### src/rtl/cgol_gen_engine.sv
// Generation sequencer and double-banked board store for an 8x8 toroidal Life board.
// The front bank is the displayed board. The back bank is filled one row per cycle
// from the external row decoder, and the two banks swap once all eight rows are written.
// Ports:
//   ph1, reset                 clock (rising edge) and async active-low reset
//   load_en/load_addr/load_row host row write into the front bank (IDLE only)
//   load_ack                   registered, high the cycle after an accepted load
//   step, run                  single-generation request / periodic free-run enable
//   row_a/row_in/row_b         row window (r-1, r, r+1) sent to the decoder during COMPUTE
//   row_next                   decoder result for row r
//   disp_addr/disp_row         combinational front-bank read port
//   busy, gen_done, gen_count  sequencer status and generation counter
//   all_dead                   combinational, front bank is all zero
module cgol_gen_engine #(
    parameter int unsigned GEN_W  = 16,
    parameter int unsigned PERIOD = 64
) (
    input  logic             ph1,
    input  logic             reset,
    input  logic             load_en,
    input  logic [2:0]       load_addr,
    input  logic [7:0]       load_row,
    output logic             load_ack,
    input  logic             step,
    input  logic             run,
    output logic [7:0]       row_a,
    output logic [7:0]       row_in,
    output logic [7:0]       row_b,
    input  logic [7:0]       row_next,
    input  logic [2:0]       disp_addr,
    output logic [7:0]       disp_row,
    output logic             busy,
    output logic             gen_done,
    output logic [GEN_W-1:0] gen_count,
    output logic             all_dead
);

    localparam int unsigned  TMR_W   = (PERIOD > 1) ? $clog2(PERIOD) : 1;
    localparam logic [TMR_W-1:0] TMR_MAX = TMR_W'(PERIOD - 1);

    typedef enum logic [1:0] {
        ST_IDLE,
        ST_COMPUTE,
        ST_SWAP
    } state_e;

    typedef logic [7:0][7:0] bank_t;

    state_e            state_q,     state_d;
    logic [2:0]        r_q,         r_d;
    logic              front_sel_q, front_sel_d;
    bank_t [1:0]       bank_q,      bank_d;
    logic              pending_q,   pending_d;
    logic [TMR_W-1:0]  timer_q,     timer_d;
    logic              load_ack_q,  load_ack_d;
    logic              gen_done_q,  gen_done_d;
    logic [GEN_W-1:0]  gen_count_q, gen_count_d;

    logic              tick;
    logic [2:0]        r_prev;
    logic [2:0]        r_next;
    logic              in_compute;

    // State register; reset clears both banks so an aborted generation leaves no residue.
    always_ff @(posedge ph1 or negedge reset) begin
        if (!reset) begin
            state_q     <= ST_IDLE;
            r_q         <= 3'd0;
            front_sel_q <= 1'b0;
            bank_q      <= '0;
            pending_q   <= 1'b0;
            timer_q     <= TMR_MAX;
            load_ack_q  <= 1'b0;
            gen_done_q  <= 1'b0;
            gen_count_q <= '0;
        end else begin
            state_q     <= state_d;
            r_q         <= r_d;
            front_sel_q <= front_sel_d;
            bank_q      <= bank_d;
            pending_q   <= pending_d;
            timer_q     <= timer_d;
            load_ack_q  <= load_ack_d;
            gen_done_q  <= gen_done_d;
            gen_count_q <= gen_count_d;
        end
    end

    // Run timer, pending request and sequencer next-state logic.
    always_comb begin
        state_d     = state_q;
        r_d         = r_q;
        front_sel_d = front_sel_q;
        bank_d      = bank_q;
        load_ack_d  = 1'b0;
        gen_done_d  = 1'b0;
        gen_count_d = gen_count_q;

        tick    = (timer_q == '0);
        timer_d = tick ? TMR_MAX : timer_q - TMR_W'(1);
        // Ticks collapse into a single request; dropping run cancels it.
        pending_d = run ? (pending_q | tick) : 1'b0;

        unique case (state_q)
            ST_IDLE: begin
                // A load wins over a start; the pending request survives for a later cycle.
                if (load_en) begin
                    bank_d[front_sel_q][load_addr] = load_row;
                    load_ack_d                     = 1'b1;
                end else if (step || pending_q) begin
                    state_d   = ST_COMPUTE;
                    r_d       = 3'd0;
                    pending_d = 1'b0;
                end
            end
            ST_COMPUTE: begin
                bank_d[~front_sel_q][r_q] = row_next;
                if (r_q == 3'd7) begin
                    state_d = ST_SWAP;
                end else begin
                    r_d = r_q + 3'd1;
                end
            end
            ST_SWAP: begin
                front_sel_d = ~front_sel_q;
                gen_count_d = gen_count_q + GEN_W'(1);
                gen_done_d  = 1'b1;
                state_d     = ST_IDLE;
            end
            default: begin
                state_d = ST_IDLE;
            end
        endcase
    end

    // Row window toward the decoder; 3-bit arithmetic gives the toroidal row wrap.
    assign r_prev     = r_q - 3'd1;
    assign r_next     = r_q + 3'd1;
    assign in_compute = (state_q == ST_COMPUTE);

    assign row_a  = in_compute ? bank_q[front_sel_q][r_prev] : 8'h00;
    assign row_in = in_compute ? bank_q[front_sel_q][r_q]    : 8'h00;
    assign row_b  = in_compute ? bank_q[front_sel_q][r_next] : 8'h00;

    // Display always reads the front bank, so a generation in progress is never visible.
    assign disp_row = bank_q[front_sel_q][disp_addr];
    assign all_dead = (bank_q[front_sel_q] == '0);

    assign busy      = (state_q != ST_IDLE);
    assign load_ack  = load_ack_q;
    assign gen_done  = gen_done_q;
    assign gen_count = gen_count_q;

endmodule

### config.mk
export PLATFORM = sky130hd
export DESIGN_NAME = cgol_gen_engine
export DESIGN_NICKNAME = d
export VERILOG_FILES = /design/src/rtl/cgol_gen_engine.sv
export SDC_FILE = /design/constraint.sdc
export NUM_CORES = 1
export LEC_CHECK = 0
export CORE_ASPECT_RATIO = 0.7
export CORE_MARGIN = 2
export CORE_UTILIZATION = 54
export DETAILED_ROUTE_END_ITERATION = 12
export PLACE_DENSITY = 0.74
export SYNTH_ARGS = -nofsm -noshare
export SYNTH_HDL_FRONTEND = slang
export SYNTH_SLANG_ARGS = --single-unit
export TNS_END_PERCENT = 100
### constraint.sdc
create_clock -name ph1 -period 5.3 [get_ports ph1]
set_input_delay 0.795 -clock ph1 [delete_from_list [all_inputs] [get_ports ph1]]
set_output_delay 0.795 -clock ph1 [all_outputs]
set_load 0.01 [all_outputs]
==> results of run 1 <==
-- per-stage QoR --
stage / total power [mW] / cell area [sq um] / util, % / hold WS (ns)
after floorplan: 5.837 / 11140 / - / 0.4287
after global placement: 7.744 / 11750 / 58.72 / 0.4414
after detailed placement: 7.802 / 11750 / 58.72 / 0.4439
after CTS: 9.095 / 12340 / 61.67 / 0.4203
after global routing: 9.724 / 12340 / 61.67 / 0.4362
final: 9.363 / 12340 / 61.67 / 0.3761
-- where the power goes --
part	switching, mW	total (mW)	internal (mW)
clock network	0.561	1.30	0.744
logic	3.02	5.36	2.34
registers	0.944	2.69	1.75
-- cells in the final DEF (no fill, tap or decap), types with 6 or more instances in the layout --
| cell type | Yosys | layout |
|---|---|---|
| dfrtp_1 | 153 | 151 |
| nor2_1 | 147 | 147 |
| a32oi_1 | 128 | 128 |
| a21oi_1 | 126 | 126 |
| mux2i_1 | 109 | 109 |
| clkdlybuf4s50_1 | 0 | 77 |
| o22ai_1 | 41 | 41 |
| mux4_2 | 34 | 34 |
| nor4_1 | 32 | 32 |
| buf_4 | 19 | 25 |
| nand2_1 | 20 | 20 |
| clkbuf_16 | 0 | 17 |
| and2_1 | 16 | 16 |
| xnor2_1 | 14 | 14 |
| nand4_1 | 12 | 12 |
| nor4bb_1 | 10 | 10 |
| nand3_1 | 9 | 9 |
| inv_1 | 8 | 8 |
| mux2i_2 | 8 | 8 |
| nor4b_4 | 8 | 8 |
| a22o_4 | 8 | 8 |
| and4b_1 | 8 | 8 |
| nand2b_1 | 7 | 6 |
| xor2_1 | 6 | 6 |
| a22o_2 | 6 | 6 |
| a21oi_2 | 6 | 6 |
| ha_1 | 6 | 6 |
| dfstp_2 | 6 | 6 |
-- synth_stat cells, types with 19 or more instances --
| library cell | instances |
|---|---|
| dfrtp_1 | 153 |
| nor2_1 | 147 |
| a32oi_1 | 128 |
| a21oi_1 | 126 |
| mux2i_1 | 109 |
| clkbuf_1 | 47 |
| o22ai_1 | 41 |
| mux4_2 | 34 |
| nor4_1 | 32 |
| buf_2 | 27 |
| nand2_1 | 20 |
| buf_4 | 19 |
-- kinds of logic (layout without fill, tap and decap cells) --
logic type	Yosys count	count (layout)
xor+xnor	20	20
fa+ha+maj	6	6
buf+inv	138	145
compound gates	329	329
mux	155	155
flops	159	159
simple gates	299	299
-- cell type report --
type | count | area (sq um) | area share, %
clock buffers | 19 | 432.9 | 3.507
multi-input cells | 809 | 6380 | 51.69
inverters | 9 | 33.78 | 0.2737
repair buffers | 105 | 1010 | 8.180
clock inverters | 12 | 157.7 | 1.277
well taps | 270 | 337.8 | 2.737
flip-flops and latches | 159 | 3991 | 32.34
-- registers in the layout (all words and copies together), names as in the netlist --
register     cells
bank_q         128
gen_count       16
pending_q        1
front_sel_q      1
load_ack         1
r_q              3
gen_done         1
timer_q          6
state_q          2
-- metal layers --
| metal | up-vias | GRT usage [%] | part of all wire [%] |
|---|---|---|---|
| met5 | - | 0.9259 | 0 |
| met4 | 0 | 12.96 | 3.4 |
| met3 | 131 | 15.93 | 17 |
| met2 | 926 | 51.38 | 38 |
| met1 | 4959 | 55.59 | 42 |
| li1 | 4316 | - | - |
-- worst paths after layout --
| path | from | endpoint | slack (ns) | cells past startpoint |
|---|---|---|---|---|
| worst min-delay path | reset | pending_q | 0.38 | 1 |
| max in group asynchronous | reset | bank_q[42] | 3.96 | 2 |
| worst max-delay path | front_sel_q | row_in[5] | 0.77 | 5 |
| worst min register to register | timer_q[0] | timer_q[0] | 0.46 | 1 |
| min in group ph1 | timer_q[0] | timer_q[0] | 0.46 | 1 |
| worst max register to register | front_sel_q | bank_q[96] | 2.30 | 6 |
-- worst max-delay path: cells and delay by family (launching register included) --
| family | cells | cell delay, ns |
|---|---|---|
| compound gates | 1 | 0.20 |
| mux | 1 | 0.83 |
| simple gates | 2 | 0.81 |
| buf+inv | 1 | 0.50 |
| flops | 1 | 0.91 |
==> Flow_metrics.wiki, run 1 <==
{| class="wikitable"
! Metric !! Value
|-
| Outcome || completed
|-
| PortBufs || 78
|-
| ANT cells || 0
|-
| Number of H-tree branching levels || 4
|-
| Initial DRC Count || 1929
|-
| Number of global-route vias before repair || 9369
|-
| Mapped Cells || 1106
|-
| Via count of the routed design || roughly 10000
|-
| Synthesized-area fraction occupied by adder cells || less than 1%
|-
| Die X-Extent || 175.7 um
|-
| Die span in y || 124.2 um
|-
| TritonCTS clock tree || built
|-
| Data required time at the worst endpoint || 4.51 ns
|-
| Total power per unit cell area || 758.5 nW/um^2
|-
| Buffers inserted during post-CTS setup optimization || 0
|-
| Commonest register cell after synthesis || dfrtp_1
|-
| Dpl cells || 1352
|-
| Antenna violations before repair || 0
|-
| Compound-cell area share of the yosys netlist || 21.24%
|-
| Share of the yosys chip area belonging to registers || a little over a third
|-
| Synth top area cells || dfrtp_1 (34%), a32oi_1 (10%), mux2i_1 (9.8%)
|-
| Post-layout nets || between 1000 and 1500
|-
| Cell breakdown of the critical path || mux2i_1 > o22ai_1 > nor4_1 > nor2_1 > clkdlybuf4s50_1
|-
| Multiplexer share of the synthesized area || 18.19%
|-
| Nature of the critical path endpoint || primary output
|-
| Fraction of layout instances using a drive strength above 1 || between 10% and 20%
|-
| Half-perimeter wire length of the detailed placement result || about 28 mm
|-
| HP Class || in2async
|-
| Routed length per instance || around 30 um
|-
| Cell taking the most area after synthesis || dfrtp_1
|-
| Setup repair after global routing missed its margin || no
|-
| Post-cts sizing count || 0
|-
| Initial cell density of the core || 55.66%
|-
| Worst Setup Path Type || reg2out
|-
| Yosys warns || 0
|-
| Layout Cells excl Fill || 1383
|-
| Library cells used by synthesis || around 60
|-
| Gpl congestion || around 1.0
|-
| Arrival time reported for the critical path endpoint || between 3 and 4 ns
|-
| Area share of xor/xnor cells in the synthesized design || 1.572%
|-
| Area share of the largest cell type after synthesis || 34.37%
|-
| Actual transition at the worst max-transition pin || approximately 1.3 ns
|-
| Number of DRC violations after detailed routing || 0
|-
| Fmax || 220.8 MHz
|-
| Tmin final || 4.529 ns
|-
| Buffer depth of the longest clock path || 2
|-
| Number of pins exceeding their max-slew limit in the final report || 0
|-
| Period utilization || 85.45%
|-
| Avg Vias per Cell || roughly 7.5
|-
| Number of enable flip-flop cells after synthesis || 0
|-
| PnR worst setup slack || 0.7710 ns
|-
| Core Region || 20010 sq um
|-
| Netlist area before placement || 11140 sq um
|-
| Hold violation count in the final report || 0
|-
| Maximum net fanout on the critical path || 40
|-
| Hold buffers post-CTS || 0
|-
| Post-synthesis simple-gate area fraction || 15.52%
|-
| Max rail drop VDD || about 0.37 mV
|-
| Top Ports || 79
|-
| Number of synthesized register bits || 159
|-
| Buffer type at the clock tree root || clkbuf_16
|-
| Leakage dissipation || 4.746 nW
|-
| Floorplan die area || 21810 sq um
|-
| Sum Neg Setup Slack || 0 ns
|-
| Total wirelength of the detailed-routed design || 40.91 mm
|-
| Syn_area_per_cell || 10.07 sq um
|-
| Nets in the synthesized netlist || 1139
|-
| Combinational family with the most area after synthesis || compound AO/OA/AOI/OAI gates
|-
| Total overflow reported by the global router || 0
|-
| Layout Area Growth over Synthesis || 10.79%
|-
| Max cap viols || 0
|-
| Total iterations of the first detailed-routing run || 7
|-
| Clock network latency to the later pin of the worst-skew pair || approximately 0.45 ns
|-
| Async S/R FF share, synth || 100.0%
|-
| Number of endpoints failing setup at the final stage || 0
|-
| Sort of element at the start of the critical path || register
|-
| Critical path's slowest cell || dfrtp_4
|-
| Post-Place Setup Slack || 1.101 ns
|-
| Largest stage delay on the critical path || 0.91 ns
|-
| Number of CTS-inserted buffers || 17
|-
| Antenna Nets Post-Route || 0
|-
| Slew margin rel. || between 10% and 20%
|-
| Clock Pin Slew Worst Setup and Hold Paths || around 0.070 ns
|-
| Count of standard-cell rows || 43
|-
| Wire length of the first global-routing pass || 61.51 mm
|-
| Clock tree sinks || 159
|-
| Largest net degree at the start of global routing || 119
|-
| Count of fill cells added during filler insertion || roughly 1700
|-
| Maximum clock skew at final layout || ~0.02 ns
|-
| Total routing resource utilization after global routing || about two fifths
|}
Power figures use the tool's default switching activity.
==> run 2: changes to the inputs <==
--- a/config.mk
+++ b/config.mk
@@ -8,6 +8,7 @@
 export CORE_ASPECT_RATIO = 0.7
 export CORE_MARGIN = 2
 export CORE_UTILIZATION = 54
+export CTS_CLUSTER_SIZE = 28
 export DETAILED_ROUTE_END_ITERATION = 12
 export PLACE_DENSITY = 0.74
 export SYNTH_ARGS = -nofsm -noshare
==> results of run 2 <==
The final DEF is identical to that of run 1; final timing and power are the same.
==> run 3: changes to the inputs <==
==> constraint.sdc (replaced) <==
create_clock -name ph1 -period 5.25 [get_ports ph1]
set_input_delay 0.7875 -clock ph1 [delete_from_list [all_inputs] [get_ports ph1]]
set_output_delay 0.7875 -clock ph1 [all_outputs]
set_load 0.01 [all_outputs]
==> run 3 against run 2 <==
  * Setup slack worse by 0.23 ns
  * First-iteration DRC count increased by 1.8%
  * Wire length barely moved
  * Power rose by 1.0%
  * Final area decreased by 0.22%
  * Critical path depth unchanged
  * Critical path type unchanged
  * Critical endpoint unchanged
  * Largest cell class unchanged
  * Highest routed layer unchanged
==> Flow_metrics.wiki, run 3 (synthesized netlist as in run 1, its figures left out) <==
{| class="wikitable"
! Metric !! Value
|-
| Outcome || completed
|-
| Initial cell density of the core || 55.66%
|-
| Worst Setup Path Type || reg2out
|-
| Data required time at the worst endpoint || 4.46 ns
|-
| Cell breakdown of the critical path || mux2i_1 > o22ai_1 > nor4_1 > nor2_1 > clkdlybuf4s50_1
|-
| FF-to-FF Start || front_sel_q
|-
| Total overflow reported by the global router || 0
|-
| Total power || ~9.5 mW
|-
| Most used cells in the layout excluding fill and tap cells || dfrtp_1 (151), nor2_1 (147), a32oi_1 (128)
|-
| PortBufs || 78
|-
| Die X-Extent || 175.7 um
|-
| Arrival time reported for the critical path endpoint || between 3 and 4 ns
|-
| Clock network latency to the later pin of the worst-skew pair || 0.45 ns
|-
| Hold buffers post-CTS || 0
|-
| Via count of the routed design || slightly above 10000
|-
| Max cap viols || 0
|-
| Maximum clock skew at final layout || 0.01601 ns
|-
| Clock Pin Slew Worst Setup and Hold Paths || approximately 0.06 ns
|-
| Maximum net fanout on the critical path || 57
|-
| Largest net degree at the start of global routing || 85
|-
| Actual transition at the worst max-transition pin || 1.230 ns
|-
| Total area of multi-input combinational cells || 6380 sq um
|-
| Nature of the critical path endpoint || primary output
|-
| Sequential cell area in the final layout || 3991 sq um
|-
| Initial DRC Count || 1964
|-
| Wire length of the first global-routing pass || between 60 and 70 mm
|-
| Post-cts sizing count || 0
|-
| FF-to-FF End || bank_q[103]
|-
| Sum Neg Setup Slack || 0 ns
|-
| TritonCTS clock tree || built
|-
| Sort of element at the start of the critical path || register
|-
| Critical path startpoint || front_sel_q
|-
| Slew margin rel. || around 18%
|-
| Post-layout nets || 1132
|-
| Number of global-route vias before repair || a little over 9000
|-
| Max rail drop VDD || 0.3564 mV
|-
| Number of H-tree branching levels || 4
|-
| Total iterations of the first detailed-routing run || 8
|-
| Fraction of layout instances using a drive strength above 1 || 13.31%
|-
| Buffers inserted during post-CTS setup optimization || 0
|-
| HP Class || in2async
|-
| Floorplan die area || approximately 22000 sq um
|-
| Number of CTS-inserted buffers || 17
|-
| Period utilization || 89.73%
|-
| Setup repair after global routing missed its margin || no
|-
| Routed length per instance || 29.61 um
|-
| Count of standard-cell rows || 43
|-
| Layout Area Growth over Synthesis || 10.55%
|-
| Buffer type at the clock tree root || clkbuf_16
|-
| Number of endpoints failing setup at the final stage || 0
|-
| Tmin final || between 4 and 5 ns
|-
| Most flop-heavy register || bank_q
|-
| Most common cell after layout, fill and taps aside || dfrtp_1
|-
| Avg Vias per Cell || 7.432
|-
| ANT cells || 0
|-
| Core Region || between 20000 and 25000 sq um
|-
| Gpl congestion || 1.023
|-
| Fmax || 212.3 MHz
|-
| Total routing resource utilization after global routing || 38.21%
|-
| Die span in y || 124.2 um
|-
| Hold violation count in the final report || 0
|-
| Largest stage delay on the critical path || roughly 1.1 ns
|-
| Number of flip-flops in the largest register || 128
|-
| Total wirelength of the detailed-routed design || around 40 mm
|-
| Count of fill cells added during filler insertion || 1672
|-
| Total power per unit cell area || about 770 nW/um^2
|-
| Critical path's slowest cell || dfrtp_4
|-
| Buffer depth of the longest clock path || 2
|-
| Antenna Nets Post-Route || 0
|-
| Number of DRC violations after detailed routing || 0
|-
| Logic depth of the worst register-to-register path || 6
|-
| Leakage dissipation || approximately 4.7 nW
|-
| Half-perimeter wire length of the detailed placement result || 27.91 mm
|-
| Clock tree sinks || 159
|-
| Worst-case register-to-register setup slack || 2.27 ns
|-
| Top Ports || 79
|-
| Number of pins exceeding their max-slew limit in the final report || 0
|-
| Antenna violations before repair || 0
|}
[run 3: final cells by class]
cell class	count	share of cell area (%)
Clock buffer	21	3.657
Multi-Input combinational cell	809	51.80
Clock inverter	11	1.239
Timing Repair Buffer	103	7.874
Sequential cell	159	32.41
Tap cell	270	2.743
Inverter	9	0.2743
[run 3: through the flow]
step / hold WS (ns) / setup slack, ns / std cells / area (sq um) / utilization [%]
after global placement: 0.4403 / 1.067 / 1350 / 11710 / 58.52
final: 0.3549 / 0.5393 / 1382 / 12320 / 61.53
after CTS: 0.4503 / 0.6588 / 1382 / 12320 / 61.53
after detailed placement: 0.4443 / 1.016 / 1350 / 11710 / 58.52
after global routing: 0.4565 / 0.5505 / 1382 / 12320 / 61.53
after floorplan: 0.4287 / 1.949 / 1106 / 11140 / -
[run 3: power breakdown]
part / internal [mW] / switching [mW] / leakage [nW]
clock: 0.768 / 0.553 / 0.297
sequential: 1.77 / 1.05 / 1.93
combinational: 2.35 / 2.98 / 2.50
[run 3: worst max path at each step]
stage | end | cells past startpoint
2_1_floorplan | row_a[0] | 8
3_3_place_gp | disp_row[0] | 6
3_5_place_dp | disp_row[0] | 6
4_1_cts | row_b[6] | 6
5_1_grt | row_b[6] | 6
6_report | row_in[5] | 5
[run 3: critical path: cells and delay by family (launching register included)]
kind / cells / cell delay, ns
flip-flops: 1 / 1.07
multiplexers: 1 / 0.87
AND/OR/NAND/NOR: 2 / 0.76
buffers and inverters: 1 / 0.51
AO/OA/AOI/OAI: 1 / 0.20
[run 3: per-layer routing]
metal  vias up  track usage, %  routed length, um
met5         -               0                  0
met4         0           12.24               1380
met3       115           18.41               7494
met2       965           49.24              15530
met1      4893           55.42              16520
li1       4298               -                  -
